`src/rtl/button_event_ctrl_if.sv`:
```
// Event handshake between the button scheduler (master) and the
// top-level control FSM (slave). One event per valid/ready handshake.
interface button_event_ctrl_if;
   logic       oEvtValid;
   logic [2:0] oEvtId;
   logic       oEvtRepeat;
   logic       iEvtReady;

   modport master (
      output oEvtValid,
      output oEvtId,
      output oEvtRepeat,
      input  iEvtReady
   );

   modport slave (
      input  oEvtValid,
      input  oEvtId,
      input  oEvtRepeat,
      output iEvtReady
   );
endinterface

```
`src/rtl/button_event_ctrl.sv`:
```
// Front-panel button scheduler: produces the sampling tick for the button
// synchronizers, turns press pulses and long holds into press/repeat events,
// and hands the events one at a time to the control FSM in round-robin order.
module button_event_ctrl #(
   parameter int NUM_BTN     = 4,
   parameter int TICK_DIV    = 50000,
   parameter int REPEAT_DLY  = 50,
   parameter int REPEAT_RATE = 10
) (
   input  logic                iClk,
   input  logic                iRsn,
   input  logic                iEnable,
   output logic                oEnClk,
   input  logic [NUM_BTN-1:0]  iBtnEdge,
   input  logic [NUM_BTN-1:0]  iBtnLevel,
   button_event_ctrl_if.master evt,
   output logic [7:0]          oDropCnt
);

   localparam int PW = $clog2(TICK_DIV);
   localparam int HW = $clog2(REPEAT_DLY + 1);

   localparam logic [PW-1:0] PRESC_LAST  = PW'(TICK_DIV - 1);
   localparam logic [HW:0]   HOLD_FIRE   = (HW+1)'(REPEAT_DLY);
   localparam logic [HW-1:0] HOLD_RELOAD = HW'(REPEAT_DLY - REPEAT_RATE);
   localparam logic [2:0]    PTR_INIT    = 3'(NUM_BTN - 1);

   typedef enum logic {
      ST_IDLE,
      ST_OFFER
   } state_t;

   // prescaler
   logic [PW-1:0]      presc_q, presc_d;
   logic               tick;

   // per-button hold counters and pending slots
   logic [HW-1:0]      hold_q [NUM_BTN];
   logic [HW-1:0]      hold_d [NUM_BTN];
   logic [NUM_BTN-1:0] pend_q, pend_d;
   logic [NUM_BTN-1:0] pend_rep_q, pend_rep_d;
   logic [7:0]         drop_cnt_q, drop_cnt_d;

   // arbiter / offer FSM
   state_t             state_q, state_d;
   logic [2:0]         ptr_q, ptr_d;
   logic [2:0]         evt_id_q, evt_id_d;
   logic               evt_rep_q, evt_rep_d;
   logic [NUM_BTN-1:0] grant;

   // Free-running tick divider; held at zero while disabled so a re-enable
   // always starts a full period.
   always_comb begin
      tick    = iEnable && (presc_q == PRESC_LAST);
      presc_d = presc_q + PW'(1);
      if (!iEnable || tick) begin
         presc_d = '0;
      end
   end

   // Per-button event generation, pending-slot update and drop counting.
   // A new event replaces a slot only if the slot is free or being granted
   // in this very cycle; otherwise it is discarded and counted as a drop.
   always_comb begin : button_next
      logic [HW:0] hold_inc;
      logic        press_evt;
      logic        rep_evt;
      logic        drop_any;
      hold_inc   = '0;
      press_evt  = 1'b0;
      rep_evt    = 1'b0;
      drop_any   = 1'b0;
      pend_d     = pend_q;
      pend_rep_d = pend_rep_q;
      for (int i = 0; i < NUM_BTN; i++) begin
         hold_d[i] = hold_q[i];
         hold_inc  = {1'b0, hold_q[i]} + (HW+1)'(1);
         press_evt = iEnable & iBtnEdge[i];
         rep_evt   = 1'b0;
         if (!iEnable || iBtnLevel[i]) begin
            hold_d[i] = '0;
         end else if (iBtnEdge[i]) begin
            // a fresh press restarts the hold timing
            hold_d[i] = '0;
         end else if (tick) begin
            if (hold_inc == HOLD_FIRE) begin
               // reload so the next repeat lands REPEAT_RATE ticks later
               rep_evt   = 1'b1;
               hold_d[i] = HOLD_RELOAD;
            end else begin
               hold_d[i] = hold_inc[HW-1:0];
            end
         end
         if ((press_evt || rep_evt) && pend_q[i] && !grant[i]) begin
            drop_any = 1'b1;
         end else if (press_evt || rep_evt) begin
            pend_d[i]     = 1'b1;
            pend_rep_d[i] = rep_evt;
         end else if (grant[i]) begin
            pend_d[i]     = 1'b0;
            pend_rep_d[i] = 1'b0;
         end
      end
      drop_cnt_d = drop_cnt_q;
      if (drop_any && (drop_cnt_q != 8'hFF)) begin
         drop_cnt_d = drop_cnt_q + 8'd1;
      end
   end

   // Offer FSM next state: round-robin pick from the pointer upward with
   // wrap, then hold the chosen event stable until it is accepted.
   always_comb begin : fsm_next
      logic [7:0] pend8;
      logic [7:0] rep8;
      logic [7:0] grant8;
      logic [3:0] pos;
      logic       found;
      logic [2:0] sel;
      state_d   = state_q;
      ptr_d     = ptr_q;
      evt_id_d  = evt_id_q;
      evt_rep_d = evt_rep_q;
      pend8     = '0;
      rep8      = '0;
      grant8    = '0;
      pos       = '0;
      found     = 1'b0;
      sel       = '0;
      pend8[NUM_BTN-1:0] = pend_q;
      rep8[NUM_BTN-1:0]  = pend_rep_q;
      for (int k = 1; k <= NUM_BTN; k++) begin
         pos = {1'b0, ptr_q} + 4'(k);
         if (pos >= 4'(NUM_BTN)) begin
            pos = pos - 4'(NUM_BTN);
         end
         if (!found && pend8[pos[2:0]]) begin
            found = 1'b1;
            sel   = pos[2:0];
         end
      end
      case (state_q)
         ST_IDLE: begin
            if (found) begin
               state_d   = ST_OFFER;
               evt_id_d  = sel;
               evt_rep_d = rep8[sel];
            end
         end
         ST_OFFER: begin
            if (evt.iEvtReady) begin
               grant8[evt_id_q] = 1'b1;
               ptr_d            = evt_id_q;
               state_d          = ST_IDLE;
            end
         end
         default: begin
            state_d = ST_IDLE;
         end
      endcase
      grant = grant8[NUM_BTN-1:0];
   end

   // Offer FSM state register.
   always_ff @(posedge iClk) begin
      if (!iRsn) begin
         state_q   <= ST_IDLE;
         ptr_q     <= PTR_INIT;
         evt_id_q  <= '0;
         evt_rep_q <= 1'b0;
      end else begin
         state_q   <= state_d;
         ptr_q     <= ptr_d;
         evt_id_q  <= evt_id_d;
         evt_rep_q <= evt_rep_d;
      end
   end

   // Prescaler, hold counters, pending slots and drop counter registers.
   always_ff @(posedge iClk) begin
      if (!iRsn) begin
         presc_q    <= '0;
         hold_q     <= '{default: '0};
         pend_q     <= '0;
         pend_rep_q <= '0;
         drop_cnt_q <= '0;
      end else begin
         presc_q    <= presc_d;
         hold_q     <= hold_d;
         pend_q     <= pend_d;
         pend_rep_q <= pend_rep_d;
         drop_cnt_q <= drop_cnt_d;
      end
   end

   assign oEnClk         = tick;
   assign evt.oEvtValid  = (state_q == ST_OFFER);
   assign evt.oEvtId     = evt_id_q;
   assign evt.oEvtRepeat = evt_rep_q;
   assign oDropCnt       = drop_cnt_q;

endmodule

```
`src/flat_wrapper.sv`:
```
// flat-port wrapper written by rule: the top's interface ports become plain ports
module button_event_ctrl_flat 
#(
   parameter int NUM_BTN     = 4,
   parameter int TICK_DIV    = 50000,
   parameter int REPEAT_DLY  = 50,
   parameter int REPEAT_RATE = 10
)
  (iClk, iRsn, iEnable, oEnClk, iBtnEdge, iBtnLevel, oDropCnt, evt_oEvtValid, evt_oEvtId, evt_oEvtRepeat, evt_iEvtReady);
  button_event_ctrl_if evt_i ();
  input  logic iClk;
  input  logic iRsn;
  input  logic iEnable;
  output logic oEnClk;
  input  logic [NUM_BTN-1:0] iBtnEdge;
  input  logic [NUM_BTN-1:0] iBtnLevel;
  output logic [7:0] oDropCnt;
  output wire logic [$bits(evt_i.oEvtValid)-1:0] evt_oEvtValid;
  output wire logic [$bits(evt_i.oEvtId)-1:0] evt_oEvtId;
  output wire logic [$bits(evt_i.oEvtRepeat)-1:0] evt_oEvtRepeat;
  input wire logic [$bits(evt_i.iEvtReady)-1:0] evt_iEvtReady;
  assign evt_oEvtValid = evt_i.oEvtValid;
  assign evt_oEvtId = evt_i.oEvtId;
  assign evt_oEvtRepeat = evt_i.oEvtRepeat;
  assign evt_i.iEvtReady = evt_iEvtReady;
  button_event_ctrl #(.NUM_BTN(NUM_BTN), .TICK_DIV(TICK_DIV), .REPEAT_DLY(REPEAT_DLY), .REPEAT_RATE(REPEAT_RATE)) u_core (.iClk(iClk), .iRsn(iRsn), .iEnable(iEnable), .oEnClk(oEnClk), .iBtnEdge(iBtnEdge), .iBtnLevel(iBtnLevel), .evt(evt_i), .oDropCnt(oDropCnt));
endmodule
```
`config.mk`:
```
export PLATFORM = sky130hd
export DESIGN_NAME = button_event_ctrl_flat
export DESIGN_NICKNAME = d
export VERILOG_FILES = /design/src/rtl/button_event_ctrl_if.sv /design/src/rtl/button_event_ctrl.sv /design/src/flat_wrapper.sv
export SDC_FILE = /design/constraint.sdc
export NUM_CORES = 1
export LEC_CHECK = 0
export ABC_AREA = 0
export ABC_CLOCK_PERIOD_IN_PS = 6410
export BUFFER_PORTS_ARGS = -buffer_cell sky130_fd_sc_hd__buf_2
export CORE_AREA = 4 4 96 98
export CTS_BUF_LIST = sky130_fd_sc_hd__clkbuf_16
export DETAILED_ROUTE_END_ITERATION = 6
export DIE_AREA = 0 0 100 102
export SKIP_LAST_GASP = 1
export SYNTH_ARGS = -nofsm -noshare
export SYNTH_HDL_FRONTEND = slang
export SYNTH_SLANG_ARGS = --single-unit
```
`constraint.sdc`:
```
create_clock -name iClk -period 6.41 [get_ports iClk]
set_input_delay 0 -clock iClk [delete_from_list [all_inputs] [get_ports iClk]]
set_output_delay 0 -clock iClk [all_outputs]
set_load 0.02 [all_outputs]
```
# Yosys cells after proc, flatten, opt, wreduce, memory -nomap -nowiden
# Cells that the tools add are included.
classes:
  addsub: 14
  order_cmp: 11
  n_eq_ne: 6
  muxes: 65
  n_bitwise: 10
  reduce_logical: 46
op_table:
  columns: ["cell", "count"]
  rows:
  - ["1-bit 2-to-1 mux", 44]
  - ["6-bit by 1-bit adder with 7-bit output (second input constant)", 4]
  - ["7-bit by 6-bit equality test with 1-bit output (second input constant)", 4]
  - ["3-bit by 4-bit < comparator with 1-bit output (second input constant)", 6]
  - ["3-bit 2-to-1 mux", 8]
  - ["6-bit 2-to-1 mux", 4]
  - ["16-bit by 1-bit adder with 16-bit output (second input constant)", 1]
  - ["16-bit equality test (second input constant)", 1]
  - ["4-bit by 3-bit greater-or-equal comparator with 1-bit output (second input constant)", 4]
  - ["1-bit binary-select mux with 3-bit select", 5]
  - ["1-bit logical AND", 14]
  - ["2-bit AND reduction", 6]
  - ["3-bit OR reduction", 4]
  - ["3-bit subtractor (second input constant)", 4]
  - ["1-bit logical OR", 9]
  - ["3-bit by 2-bit adder with 4-bit output (second input constant)", 2]
  - ["8-bit by 1-bit adder with 8-bit output (second input constant)", 1]
  - ["1-bit zero test", 8]
  - ["4-bit 2-to-1 mux", 2]
  - ["8-bit inequality test (second input constant)", 1]
  - ["2-bit nonzero test", 4]
  - ["1-bit NOT", 6]
  - ["3-bit by 1-bit adder with 4-bit output (second input constant)", 1]
  - ["3-bit by 3-bit adder with 4-bit output (second input constant)", 1]
  - ["other kinds (5)", 8]
word_totals:
  register_bits: 64
  input_bits: 12
  output_inout_bits: 14
  elab_cells: 170

# Logic depth before layout (Yosys ltp)
logic_depth:
  ltp_word: 17
  depth_mapped: 12
  ltp_nobuf: 9

# Worst setup path after synthesis
# Ideal clock, no wire load.
synth_path:
  path_kind: "reg-to-reg"
  from: "reg u_core.ptr_q[0]"
  to: "reg u_core.evt_rep_q (netlist: u_core.evt.oEvtRepeat)"
  setup_time_ns: 0.133
  arrival_ns: 2.718
  setup_slack_ns: 3.560
  stages_incl_launch_ff: 13
  n_path_buf: 3
  period_less_slack_ns: 2.850
  cell_sequence: "dfxtp_1 -> buf_2 -> buf_2 -> inv_1 -> ha_1 -> clkbuf_1 -> inv_1 -> or2_2 -> and3_1 -> a311oi_1 -> mux2_2 -> mux2i_1 -> o22ai_1"
synth_between:
  elab_chain_cells: 17
synth_lines:
  columns: ["element", "line_no", "text"]
  rows:
  - ["start, declared", "button_event_ctrl.sv:46", "logic [2:0] ptr_q, ptr_d;"]
  - ["start signal, assigned", "button_event_ctrl.sv:172", "ptr_q <= ptr_d;"]
  - ["3-bit by 1-bit adder with 4-bit output", "button_event_ctrl.sv:132", "pos = {1'b0, ptr_q} + 4'(k);"]
  - ["4-bit by 3-bit greater-or-equal comparator with 1-bit output or 3-bit subtractor (tied branches)", "button_event_ctrl.sv:133, button_event_ctrl.sv:134", null]
  - ["3-bit 2-to-1 mux", "button_event_ctrl.sv:133", "if (pos >= 4'(NUM_BTN)) begin"]
  - ["1-bit binary-select mux with 3-bit select", "button_event_ctrl.sv:136", "if (!found && pend8[pos[2:0]]) begin"]
  - ["1-bit 2-to-1 mux (implied by the code)", "button_event_ctrl.sv:136", null]
  - ["1-bit 2-to-1 mux", "button_event_ctrl.sv:136", null]
  - ["1-bit zero test", "button_event_ctrl.sv:136", null]
  - ["1-bit logical AND", "button_event_ctrl.sv:136", null]
  - ["1-bit 2-to-1 mux", "button_event_ctrl.sv:136", null]
  - ["1-bit zero test", "button_event_ctrl.sv:136", null]
  - ["1-bit logical AND", "button_event_ctrl.sv:136", null]
  - ["1-bit 2-to-1 mux", "button_event_ctrl.sv:136", null]
  - ["1-bit zero test", "button_event_ctrl.sv:136", null]
  - ["1-bit logical AND", "button_event_ctrl.sv:136", null]
  - ["3-bit 2-to-1 mux", "button_event_ctrl.sv:136", null]
  - ["1-bit binary-select mux with 3-bit select", "button_event_ctrl.sv:146", "evt_rep_d = rep8[sel];"]
  - ["1-bit 2-to-1 mux (implied by the code)", "button_event_ctrl.sv:146", null]
  - ["end signal, assigned", "button_event_ctrl.sv:174", "evt_rep_q <= evt_rep_d;"]
  - ["end, declared", "button_event_ctrl.sv:48", "logic evt_rep_q, evt_rep_d;"]
# Parallel ways exist; a longest one is shown, timed or not. The select of a mux whose other input is x is not followed.
# A chain may end at the register's enable or synchronous reset.

# Worst setup path after layout
# Ends and elaborated chain as after synthesis.

==> results.py <==
metrics = {
    "run_status": {
        "status": "finished, final reports clean",
    },
    "clock_tree": {
        "tritoncts": "built",
        "ctsLongestPathBuffers": 2,
        "post_cts_resized": 0,
        "clk_root_buf": "clkbuf_16",
        "cts_inserted_buffers": 9,
        "clock-sinks": 64,
        "htree_num_levels": 3,
        "clock_insertion_delay_worst_skew_ns": 0.33,
        "cts.repair_timing.setup_buffer_count": 0,
        "path_clk_slew_ns": 0.06,
    },
    "synth": {
        "postSynth.topFlopCell": "dfxtp_1",
        "synthesis.instances": 461,
        "syn_nets": 485,
        "synth.avg_cell_area_um2": 7.93,
        "synth_enable_flop_cells": 0,
        "ys_seq_elements": 64,
        "leading_cell_types_by_total_area_after_synthesis": "dfxtp_1 35%, nor2_1 7.3%, nand2_1 4.9%, ha_1 4.1%, a21oi_1 3.7%",
        "ys_warn_count": 0,
        "synthesis.area_mm2": 0.00366,
        "ys_async_sr_fraction": 0,
        "synth_seq_area_share": 0.350,
        "synth_cell_types": 57,
        "synth_top_area_cell": "dfxtp_1",
        "yosysTopAreaCellShare": 0.350,
    },
    "floorplanning": {
        "initial_utilization": 0.432,
        "fp.dieH_um": 102,
        "floorplan.core_area_mm2": 0.00847,
        "design.die.area_mm2": 0.0102,
        "count_of_boundary_i_o_pins": 26,
        "die_w_um": 100,
        "rows": 34,
    },
    "timing": {
        "final.setup.tns_ns": 0,
        "slew_violations": 0,
        "setup_violating_endpoint_count_in_the_final_report": 0,
        "tightest_slew_ns": 0.721,
        "unrepaired_setup_endpoints_after_global_routing": "no",
        "relSlewSlack": 0.519,
        "min_period_over_period": 0.499,
        "finalCriticalPeriod_ns": 3.20,
        "hold_viol_final": 0,
        "fin_skew_ns": 0.00675,
        "highest_clock_rate_mhz": 312,
        "post_layout_worst_setup_margin_ns": 3.21,
    },
    "setup_path": {
        "crit_path_cell_trace": "inv_1, ha_1, nor3b_1, a211oi_1, o21ai_0, a31o_2, a2111oi_0, mux2i_1, o22ai_1",
        "setup.worst_path.class": "register to register",
        "worst_setup_path_start_kind": "register",
        "path_buf_inv": 1,
        "timing.reg2reg.setup_slack_ns": 3.21,
        "cpMaxStageDelayCell": "dfxtp_1",
        "slowest_delay_ns": 0.66,
        "crit_family": "compound AO/OA/AOI/OAI gates",
        "timing.critical_path.fanout_max": 16,
        "endpoint_kind": "register",
        "arrival_ns": 3.46,
        "required_ns": 6.67,
    },
    "grt": {
        "gr-total-overflow": 0,
        "grtUsageTotal": 0.174,
        "via_count_of_the_first_global_routing_pass": 3047,
        "gr_peak_layer": "met2",
        "global_route_track_usage_on_met2": 0.280,
        "grt_start_max_net_pins": 22,
        "use_met1": 0.227,
        "initial_antenna_violation_count": 0,
        "grt_first_pass_wirelength_um": 14400,
        "global_routing_usage_on_met3": 0.0375,
    },
    "routing": {
        "drt_first_iter_violations": 130,
        "drt_pass1_iterations": 5,
        "post-route-drc-count": 0,
        "postRouteAntennaNets": 0,
        "wl_um": 8210,
        "vias_per_cell": 5.53,
        "wl_per_cell_um": 13.7,
        "vias": 3305,
    },
    "power_and_ir_drop": {
        "vdd_drop_max_mv": 0.201,
        "static-leakage-power_uw": 0.00157,
        "power_per_cell_area_mw_per_mm2": 263,
    },
    "place": {
        "place.detailed.hpwl_um": 5890,
        "preCtsSetupSlack_ns": 3.25,
        "last_weighted_congestion_value_of_the_routability_driven_placer": 0.845,
        "placement.io_buffers": 25,
    },
    "run": {
        "max_cap_viol": 0,
    },
    "layout": {
        "drive_above_1_share": 0.106,
        "post-route-util": 0.495,
        "fin_nets": 509,
        "area_growth_syn_to_layout_pct": 14.5,
        "count_of_antenna_diodes_in_the_layout": 0,
    },
    "worst_hold_path": {
        "hp-class": "input pin to register",
    },
}
[layout by cell type, fill, tap and decap left out, types with 3 or more instances in the layout]
cell type and instances:
a211oi_1 5, a21oi_1 27, a31o_2 3, a31oi_1 3, and3_1 15, and4b_1 3, buf_2 25, clkbuf_16 9
dfxtp_1 64, ha_1 12, inv_1 16, mux2i_1 10, nand2_1 48, nand2b_1 9, nand3_1 23, nand4_1 11
nor2_1 71, nor2b_1 8, nor3_1 12, nor3b_1 7, o21a_1 3, o21ai_0 15, o2bb2ai_1 3, o311a_1 3
o31ai_1 5, or3_1 7, xnor2_1 11, xor2_1 13
[worst paths after layout]
kind,start,to,depth (start not counted)
worst max register to register,u_core.ptr_q[0],u_core.evt.oEvtRepeat,9
worst max-delay path,u_core.ptr_q[0],u_core.evt.oEvtRepeat,9
worst min-delay path,iBtnEdge[2],u_core.pend_rep_q[2],4
worst min register to register,u_core.presc_q[0],u_core.presc_q[0],1
[synth_stat cells, types with 9 or more instances]
cell,instances
a21oi_1,27
and3_1,15
clkbuf_1,11
dfxtp_1,64
ha_1,12
inv_1,15
mux2i_1,10
nand2_1,48
nand2b_1,9
nand3_1,23
nand4_1,11
nor2_1,71
nor3_1,12
o21ai_0,15
xnor2_1,11
xor2_1,13
[logic make-up after synthesis]
family / synth area share
xor gates and xnor gates: 0.0575
adders and majority gates: 0.0411
buffers and inverters: 0.0339
and+or+nand+nor: 0.319
muxes: 0.0335
AOI/OAI and AO/OA: 0.165
DFF: 0.350
[routing by layer]
layer | vias to the layer above | routed length, um
met5 | - | 0
met1 | 1549 | 4070
met2 | 47 | 3720
met3 | 14 | 256
li1 | 1695 | -
met4 | 0 | 165
[state kept, by name, indices dropped and copies added, names as in the netlist]
register               cells
u_core.hold_q             24
u_core.presc_q            16
u_core.oDropCnt            8
u_core.pend_q              4
u_core.pend_rep_q          4
u_core.evt.oEvtId          3
u_core.ptr_q               3
u_core.evt.oEvtRepeat      1
u_core.evt.oEvtValid       1
[tightest hold or removal path, cell delays in order]
cell	delay [ns]
buf_2	0.09
nor2_1	0.06
nand4_1	0.07
a21oi_1	0.06
[area by class of cell]
| type | count | area (um2) |
|---|---|---|
| fillers | 854 | 4280 |
| clock inverters | 7 | 87.6 |
| flip-flops and latches | 64 | 1280 |
| multi-input cells | 367 | 2250 |
| clock buffers | 9 | 225 |
| repair buffers | 28 | 150 |
| inverters | 15 | 56.3 |
| well taps | 108 | 135 |
[report_power, final]
part	leakage [uW]	internal [uW]	total, uW	switching (uW)
sequential	0.000518	410	433	22.7
combinational	0.000903	59.8	157	97.1
clock	0.000150	336	512	175
[per-stage QoR]
stage / total power [uW] / instances / instance area, um2 / hold WS (ns)
after global routing: 1150 / 598 / 4190 / 0.0384
final: 1100 / 598 / 4190 / 0.00803
after floorplan: 556 / 461 / 3660 / 0.156
after CTS: 1110 / 598 / 4190 / 0.00315
after detailed placement: 596 / 581 / 3860 / 0.314
after global placement: 593 / 581 / 3860 / 0.307
[what timing repair did]
action / CTS / global route
endpoints found under the hold margin: 2 / 0
endpoints found under the setup margin: 0 / 0
hold buffers: 1 / 0
(Power assumes the default switching activity.)
